<file path="src/rtl/ssd_probe_pkg.sv">
// ssd_probe_pkg: shared constants for the probe display.
//   SEG_0..SEG_F - active-low hex glyphs, bit order {g,f,e,d,c,b,a}
//   SEG_DASH     - centre bar only, shown for an invalid probe selection
//   SEG_OFF      - all segments dark
//   hex_to_seg() - nibble to glyph lookup
package ssd_probe_pkg;

    localparam logic [6:0] SEG_0    = 7'h40;
    localparam logic [6:0] SEG_1    = 7'h79;
    localparam logic [6:0] SEG_2    = 7'h24;
    localparam logic [6:0] SEG_3    = 7'h30;
    localparam logic [6:0] SEG_4    = 7'h19;
    localparam logic [6:0] SEG_5    = 7'h12;
    localparam logic [6:0] SEG_6    = 7'h02;
    localparam logic [6:0] SEG_7    = 7'h78;
    localparam logic [6:0] SEG_8    = 7'h00;
    localparam logic [6:0] SEG_9    = 7'h10;
    localparam logic [6:0] SEG_A    = 7'h08;
    localparam logic [6:0] SEG_B    = 7'h03;
    localparam logic [6:0] SEG_C    = 7'h46;
    localparam logic [6:0] SEG_D    = 7'h21;
    localparam logic [6:0] SEG_E    = 7'h06;
    localparam logic [6:0] SEG_F    = 7'h0E;
    localparam logic [6:0] SEG_DASH = 7'h3F;
    localparam logic [6:0] SEG_OFF  = 7'h7F;

    function automatic logic [6:0] hex_to_seg(input logic [3:0] nibble);
        logic [6:0] glyph;
        unique case (nibble)
            4'h0: glyph = SEG_0;
            4'h1: glyph = SEG_1;
            4'h2: glyph = SEG_2;
            4'h3: glyph = SEG_3;
            4'h4: glyph = SEG_4;
            4'h5: glyph = SEG_5;
            4'h6: glyph = SEG_6;
            4'h7: glyph = SEG_7;
            4'h8: glyph = SEG_8;
            4'h9: glyph = SEG_9;
            4'hA: glyph = SEG_A;
            4'hB: glyph = SEG_B;
            4'hC: glyph = SEG_C;
            4'hD: glyph = SEG_D;
            4'hE: glyph = SEG_E;
            default: glyph = SEG_F;
        endcase
        return glyph;
    endfunction

endpackage

</file>
<file path="src/rtl/ssd_digit_scanner.sv">
// ssd_digit_scanner: time-multiplexes the digits of the display.
//   clk       - system clock
//   rst       - asynchronous active-low reset
//   digit_idx - digit currently being scanned (0 = least significant)
//   anode     - registered one-hot active-low digit enable for digit_idx
// Each digit stays selected for REFRESH_DIV cycles before moving on.
module ssd_digit_scanner #(
    parameter int DIGITS      = 4,
    parameter int REFRESH_DIV = 100000,
    localparam int DIG_W      = (DIGITS > 1) ? $clog2(DIGITS) : 1
) (
    input  logic              clk,
    input  logic              rst,
    output logic [DIG_W-1:0]  digit_idx,
    output logic [DIGITS-1:0] anode
);
    import ssd_probe_pkg::*;

    localparam int CNT_W = (REFRESH_DIV > 1) ? $clog2(REFRESH_DIV) : 1;
    localparam logic [CNT_W-1:0] CNT_MAX = CNT_W'(REFRESH_DIV - 1);
    localparam logic [DIG_W-1:0] DIG_MAX = DIG_W'(DIGITS - 1);

    logic [CNT_W-1:0] refresh_cnt;

    // NOTE: sequential state uses non-blocking assignments so every register
    // samples pre-edge values; all state here is reset since it drives pins.
    always_ff @(posedge clk or negedge rst) begin
        if (!rst) begin
            refresh_cnt <= '0;
            digit_idx   <= '0;
            anode       <= '1;
        end else begin
            // Anode follows the index one cycle later, aligned with the seg register.
            anode <= ~(DIGITS'(1) << digit_idx);
            if (refresh_cnt == CNT_MAX) begin
                refresh_cnt <= '0;
                digit_idx   <= (digit_idx == DIG_MAX) ? '0 : digit_idx + DIG_W'(1);
            end else begin
                refresh_cnt <= refresh_cnt + CNT_W'(1);
            end
        end
    end

endmodule

</file>
<file path="src/rtl/ssd_probe_display.sv">
// ssd_probe_display: debug display that shows one of NUM_PROBES datapath probes
// as hex on a DIGITS-digit multiplexed seven-segment display.
//   clk, rst     - system clock, asynchronous active-low reset
//   probes       - flattened probes, probe k at [k*PROBE_W +: PROBE_W]
//   probe_sel    - probe index; codes >= NUM_PROBES show dashes
//   page_btn     - synchronised level; each rising edge advances the page
//   capture_stb  - one-cycle pulse, snapshots the live selected probe
//   freeze       - 1 shows the snapshot, 0 shows the live probe
//   anode, seg   - active-low digit enables and segments {g,f,e,d,c,b,a}
//   page         - page of DIGITS nibbles currently shown
//   sel_valid    - probe_sel is in range (combinational)
module ssd_probe_display #(
    parameter int NUM_PROBES  = 16,
    parameter int PROBE_W     = 32,
    parameter int DIGITS      = 4,
    parameter int REFRESH_DIV = 100000,
    parameter int SEL_W       = $clog2(NUM_PROBES) + 1,
    localparam int PAGES      = (PROBE_W + 4*DIGITS - 1) / (4*DIGITS),
    localparam int PAGE_W     = (PAGES > 1) ? $clog2(PAGES) : 1
) (
    input  logic                          clk,
    input  logic                          rst,
    input  logic [NUM_PROBES*PROBE_W-1:0] probes,
    input  logic [SEL_W-1:0]              probe_sel,
    input  logic                          page_btn,
    input  logic                          capture_stb,
    input  logic                          freeze,
    output logic [DIGITS-1:0]             anode,
    output logic [6:0]                    seg,
    output logic [PAGE_W-1:0]             page,
    output logic                          sel_valid
);
    import ssd_probe_pkg::*;

    localparam int DIG_W  = (DIGITS > 1) ? $clog2(DIGITS) : 1;
    localparam int NIBS   = PAGES * DIGITS;
    localparam int PAD_W  = NIBS * 4;
    localparam logic [PAGE_W-1:0] PAGE_MAX = PAGE_W'(PAGES - 1);

    logic [DIG_W-1:0]   digit_idx;
    logic [PROBE_W-1:0] live;
    logic [PROBE_W-1:0] snapshot;
    logic [PROBE_W-1:0] shown;
    logic [PAD_W-1:0]   padded;
    logic [3:0]         nibble;
    logic               btn_prev;
    logic [SEL_W-1:0]   sel_prev;
    logic               page_rise;
    logic               sel_changed;

    ssd_digit_scanner #(
        .DIGITS      (DIGITS),
        .REFRESH_DIV (REFRESH_DIV)
    ) u_scanner (
        .clk       (clk),
        .rst       (rst),
        .digit_idx (digit_idx),
        .anode     (anode)
    );

    assign sel_valid = (probe_sel < SEL_W'(NUM_PROBES));

    // NOTE: every always_comb output gets a default before the loop so no
    // path leaves it unassigned and no latch is inferred.
    always_comb begin
        live = '0;
        for (int k = 0; k < NUM_PROBES; k++) begin
            if (probe_sel == SEL_W'(k)) live = probes[k*PROBE_W +: PROBE_W];
        end
    end

    assign shown  = freeze ? snapshot : live;
    // Zero-extend so nibbles past PROBE_W on the last page read as 0.
    assign padded = PAD_W'(shown);

    always_comb begin
        nibble = '0;
        for (int n = 0; n < NIBS; n++) begin
            if (n == int'(page) * DIGITS + int'(digit_idx)) nibble = padded[n*4 +: 4];
        end
    end

    assign page_rise   = page_btn & ~btn_prev;
    assign sel_changed = (probe_sel != sel_prev);

    always_ff @(posedge clk or negedge rst) begin
        if (!rst) begin
            btn_prev <= 1'b0;
            sel_prev <= '0;
            page     <= '0;
            snapshot <= '0;
            seg      <= SEG_OFF;
        end else begin
            btn_prev <= page_btn;
            sel_prev <= probe_sel;

            // A new probe always starts on its low page, even if the button rose too.
            if (sel_changed) begin
                page <= '0;
            end else if (page_rise) begin
                page <= (page == PAGE_MAX) ? '0 : page + PAGE_W'(1);
            end

            if (capture_stb && sel_valid) begin
                snapshot <= live;
            end

            seg <= sel_valid ? hex_to_seg(nibble) : SEG_DASH;
        end
    end

endmodule

</file>
<file path="config.mk">
export PLATFORM = sky130hd
export DESIGN_NAME = ssd_probe_display
export DESIGN_NICKNAME = d
export VERILOG_FILES = /design/src/rtl/ssd_probe_pkg.sv /design/src/rtl/ssd_digit_scanner.sv /design/src/rtl/ssd_probe_display.sv
export SDC_FILE = /design/constraint.sdc
export NUM_CORES = 1
export LEC_CHECK = 0
export ABC_AREA = 1
export CAP_MARGIN = 20
export CELL_PAD_IN_SITES_DETAIL_PLACEMENT = 0
export CELL_PAD_IN_SITES_GLOBAL_PLACEMENT = 1
export CORE_AREA = 2 2 207 209
export DETAILED_ROUTE_END_ITERATION = 8
export DIE_AREA = 0 0 209 211
export PLACE_DENSITY = 0.77
export SLEW_MARGIN = 20
export SYNTH_ARGS = -nofsm -noshare
export SYNTH_HDL_FRONTEND = slang
export SYNTH_SLANG_ARGS = --single-unit
</file>
<file path="constraint.sdc">
create_clock -name clk -period 3.41 [get_ports clk]
set_clock_uncertainty 0.1 [all_clocks]
set_input_delay 0.341 -clock clk [delete_from_list [all_inputs] [get_ports clk]]
set_output_delay 0.341 -clock clk [all_outputs]
set_load 0.01 [all_outputs]
</file>
# Yosys cells after proc, flatten, opt, wreduce, memory -nomap -nowiden
# Memories as Yosys holds them, arrays and structs flattened.
# Cells that the tools add are included.
dict set report totals {
  register_bits 69
  romBits 112
  out_inout_bits 13
  n_memories 1
}
# name words word_bits read_ports rd_clocked_by_memory_dff write_ports line
set memory_table {}
lappend memory_table {{(no name shown)} 16 7 1 0 0 ssd_probe_pkg.sv:29} ;# unique case (nibble)
dict set report classes {
  addsub 4
  magnitude_cmp 1
  eq_ne 25
  n_shift 1
  n_mux 31
  n_bitwise 3
  n_reduce_logical 4
}
# operator n
set ops {}
lappend ops {{$mux W32} 17}
lappend ops {{$eq A4 B32 Y1 const A} 3}
lappend ops {{$eq A3 B32 Y1 const A} 2}
lappend ops {{$eq A5 B4 Y1 const B} 8}
lappend ops {{$eq A2 B32 Y1 const A} 1}
lappend ops {{$logic_not A32 Y1} 1}
lappend ops {{$mux W4} 8}
lappend ops {{$eq A5 B3 Y1 const B} 4}
lappend ops {{$add A17 B1 Y17 const B} 1}
lappend ops {{$eq A17 B17 Y1 const B} 1}
lappend ops {{$mux W17} 1}
lappend ops {{$eq A5 B2 Y1 const B} 2}
lappend ops {{$mux W7} 1}
lappend ops {{$eq A5 B1 Y1 const B} 1}
lappend ops {{$logic_not A5 Y1} 1}
lappend ops {{$lt A5 B5 Y1 const B} 1}
lappend ops {{$ne A5 B5 Y1} 1}
lappend ops {{$add A3 B2 Y4} 1}
lappend ops {{$eq A3 B4 Y1 const A} 1}
lappend ops {{$not A4 Y4} 1}
lappend ops {{$shl A1 B2 Y4 const A} 1}
lappend ops {{$mux W1} 3}
lappend ops {{$add A2 B1 Y2 const B} 1}
lappend ops {{$eq A2 B2 Y1 const B} 1}
lappend ops {{other kinds (6)} 6}

# Depth between registers and ports, before layout
# An unclocked memory read counts as a cell.
dict set report depth {
  word_depth 28
  mapped_depth 32
  mapped_depth_nobuf 32
}

# Modules after synthesis
# A second synthesis with hierarchy kept.
dict set report hier_totals {
  cells_unflattened 1525
  area_unflattened_um2 8361.8
}
# mod instances cells_per_inst area_per_inst_um2 seq_area_each_um2
set by_module_without_submodules {}
lappend by_module_without_submodules {ssd_probe_display 1 1367 7124.3 1159.9}
lappend by_module_without_submodules {ssd_digit_scanner 1 158 1237.4 580.6}

# Least setup slack after synthesis
# OpenSTA, ideal clock, no wires.
dict set report synth_path {
  path_type {input to register}
  start {input probe_sel[2]}
  end {register seg[3]}
  setup_time_ps 67
  t_arrival_ps 2685
  slack_ps 558
  path_stages 23
  path_cell_list {nor2_1 > inv_2 > nor2_4 > clkbuf_1 > nand2_1 > nand4_1 > a21oi_1 > nand4_1 > o21ai_0 > nand4_1 > o21ai_0 > nand3_1 > o21ai_0 > nand4_1 > o21ai_0 > a21oi_1 > nand2_1 > nand2_2 > inv_2 > ha_1 > nand2_1 > nand3_1 > nand3_1}
}
dict set report synth_via {
  elab_chain_cells 28
  elab_cells_between_ends 44
}
# item line
set synth_lines {}
lappend synth_lines {{start: declaration} ssd_probe_display.sv:24} ;# input logic [SEL_W-1:0] probe_sel,
lappend synth_lines {{$logic_not A5 Y1} ssd_probe_display.sv:68} ;# if (probe_sel == SEL_W'(k)) live = probes[k*PROBE_W +: PROBE_W];
lappend synth_lines {{$mux W32 (16 in a row)} ssd_probe_display.sv:68}
lappend synth_lines {{$mux W32} ssd_probe_display.sv:72} ;# assign shown = freeze ? snapshot : live;
lappend synth_lines {{$mux W4 (8 in a row)} ssd_probe_display.sv:79} ;# if (n == int'(page) * DIGITS + int'(digit_idx)) nibble = padded[n*4 +: 4];
lappend synth_lines {{$mem_v2 Z16 W7} n/a}
lappend synth_lines {{$mux W7 *} ssd_probe_display.sv:108} ;# seg <= sel_valid ? hex_to_seg(nibble) : SEG_DASH;
lappend synth_lines {{end signal: assignment} ssd_probe_display.sv:108}
lappend synth_lines {{end: declaration} ssd_probe_display.sv:29} ;# output logic [6:0] seg,
# Every way passes the cells marked *; elsewhere a longest branch is shown, timed or not.
# A chain may end at the register's enable or synchronous reset.

# Final worst setup path
dict set report layout_path {
  start {input probe_sel[1]}
  end {register seg[4]}
}
# The elaborated chain is that of the path after synthesis.

==> results.toml <==
[status]
status = "complete, no violations"

[sta]
fmax_ghz = 0.306
setup_slack_ns = 0.144
tightestPinTransition_ns = 0.807
hold_viol_final = 0
maxSlewHeadroom = 0.462
drv_slew = 0
finalSetupViolCount = 0
finalHoldWorstSlack_ns = 0.163
fin_crit_ns = 3.27
fin_setup_tns_ns = 0
fin_crit_sh = 0.958

[logic_synthesis]
yosys-top-cells-area = "nand2_1 27%, dfrtp_1 19%, nor2_1 8.4%, nand4_1 6.6%, inv_1 6.6%"
synth_area_leader_cell = "nand2_1"
synth-async-reset-ratio = 1.00
synthDistinctLibCells = 47
yosysTopAreaCellShare = 0.265
syn_avg_cell_area_um2 = 5.58
synthCells = 1404
ys_ff_latch = 69
ys.flop_type = "dfrtp_1"
ys_seq_area_frac = 0.222
syn-cell-area_mm2 = 0.00783
synth_nets = 1938
ys.warnings.count = 0
synth_edf_count = 0

[worst_setup_path]
r2r_setup_slack_ns = 0.79
reg2reg_depth = 22
start_kind = "input pin"
r2r_end = "seg[0]$_DFF_PN1_"
crit_type = "input pin to flip-flop"
crit_path_max_fanout = 6
arrival_ns = 3.44
reg2reg_from = "u_scanner.digit_idx[1]$_DFFE_PN0N_"
cp-end-kind = "flip-flop"
required_ns = 3.58

[final_layout]
mostFrequentLayoutCells = "531 x nand2_1, 527 x clkdlybuf4s50_1, 157 x nor2_1"
fin_util = 0.377
layout_commonest_cell = "nand2_1"
finalNonFillerCells = 2612
syn_to_final_growth_pct = 101
fin_area_mm2 = 0.0158
drive_above_1_share = 0.158
num-nets-final = 2590

[global_route]
grt_max_degree = 54
overflow = 0
grt_pass1_wl_um = 82600
grt_antenna_before_repair = 14
grt_pass1_vias = 12300
grt_usage = 0.256

[pwr]
p_leak_nw = 6.96
cellPowerDensity_mw_per_mm2 = 216
vdd_drop_max_uv = 167
power.total_mw = 3.40

[drt]
viasPerCell = 4.66
drc = 0
dr.pass1.iters = 5
routedWlPerCell_um = 22.6
wirelength_um = 58900
drt_iter0_markers = 902
via_count = 12200
ant_nets = 0

[floorplanning]
dieArea_mm2 = 0.0441
die_h_um = 211
core_area_mm2 = 0.0418
die_width_um = 209
io_pins = 535
rows = 75
start_util = 0.188

[clock_tree]
cts.clk_slew.worst_paths_ns = 0.06
clock-sinks = 69
cts-root-buf = "clkbuf_16"
clk_latency_ns = 0.34
cts_tree = "yes"
cts_made_buffers = 9
clock_path_buffers = 2
cts_max_level = 3

[min_path]
hold_end = "sel_prev[1]$_DFF_PN0_"
hp-start = "probe_sel[1]"
hold_path.class = "input pin to flip-flop"
hold_path_depth = 2

[placement]
dp.cells = 2560
gp_congestion = 1.01
place_hpwl_um = 49700
place_ws_ns = -0.881
placed_cell_area_mm2 = 0.0148
io_buffers = 534

[run]
drv_cap = 0
[cell type report]
class	instances	area, um2
diodes	12	30.0
inverters	147	584
fillers	4504	26000
well taps	539	674
repair buffers	701	6860
clock inverters	1	30.0
multi-input cells	1128	5570
flip-flops and latches	69	1740
clock buffers	15	278
[layer usage]
metal	wire, um	GRT usage	vias up
met4	1590	0.0825	4
met3	3680	0.0452	98
met2	28300	0.449	573
met1	25300	0.319	5651
met5	24	0	-
li1	-	-	5845
[worst max-delay path: stages]
cell and delay [ns]:
buf_12 0.12, buf_6 0.11, nand3_4 0.10, nor2_4 0.06, buf_12 0.14, buf_4 0.18, a211oi_1 0.42, nand4_1 0.13
o21ai_1 0.11, nand4_1 0.18, nor2_1 0.15, buf_4 0.14, nand4_1 0.11, nor2_1 0.12, buf_4 0.14, nand2_1 0.05
nand2_1 0.06, nand3_1 0.08, nand2_1 0.10, nand2_2 0.08, a21oi_4 0.18, buf_4 0.16, nand3_1 0.08, nand3_1 0.08
[synthesized netlist by cell type, types with 5 or more instances]
cell type and number:
inv_2 9, o21ai_1 13, nand2_1 553, buf_2 28, dfrtp_1 58, nand3_1 87, a31oi_1 10, o21ai_0 36
dfstp_2 11, o22ai_1 8, nor2_2 8, a41oi_1 13, nor2_1 176, inv_1 137, nand2_2 9, ha_1 12
nand4_1 83, nor4_1 6, nor3_1 5, a21oi_1 49, or2_2 15, clkbuf_1 20
[how the worst max path moves through the flow]
stage	startpoint	end	slack, ns	cells after the start
3_3_place_gp	probe_sel[2]	seg[5]$_DFF_PN1_	-0.93	29
4_1_cts	probe_sel[3]	seg[3]$_DFF_PN1_	0.005	31
6_report	probe_sel[1]	seg[4]$_DFF_PN1_	0.14	24
2_1_floorplan	probe_sel[2]	seg[3]$_DFF_PN1_	0.56	23
5_1_grt	probe_sel[3]	seg[6]$_DFF_PN1_	-0.009	24
3_5_place_dp	probe_sel[3]	seg[5]$_DFF_PN1_	-0.88	31
[cell families after synthesis]
logic type / Yosys count / share of synthesized area
simple gates: 959 / 0.523
buf+inv: 207 / 0.109
compound gates: 148 / 0.116
flops: 69 / 0.222
fa+ha+maj: 12 / 0.0192
xor+xnor: 7 / 0.00783
mux: 2 / 0.00256
[report_power, final]
part / total [mW] / switching [mW] / internal [mW] / leakage [nW]
registers: 0.946 / 0.0404 / 0.906 / 0.841
logic: 1.47 / 0.628 / 0.839 / 5.96
clock network: 0.985 / 0.357 / 0.628 / 0.150
[state kept, by name, indices dropped and copies added, names as in the netlist]
| register | flops |
|---|---|
| snapshot | 32 |
| u_scanner.refresh_cnt | 17 |
| seg | 7 |
| sel_prev | 5 |
| u_scanner.anode | 4 |
| u_scanner.digit_idx | 2 |
| btn_prev | 1 |
| page | 1 |
[repair_timing]
action | CTS | global route
endpoints found under the setup margin | 7 | 7
gates resized for setup | 30 | 126
cloned | 0 | 2
pin swaps | 6 | 57
setup buffers | 1 | 20
hold buffers | 1 | 0
hold endpoints to repair | 19 | 0
Power figures use the tool's default switching activity.
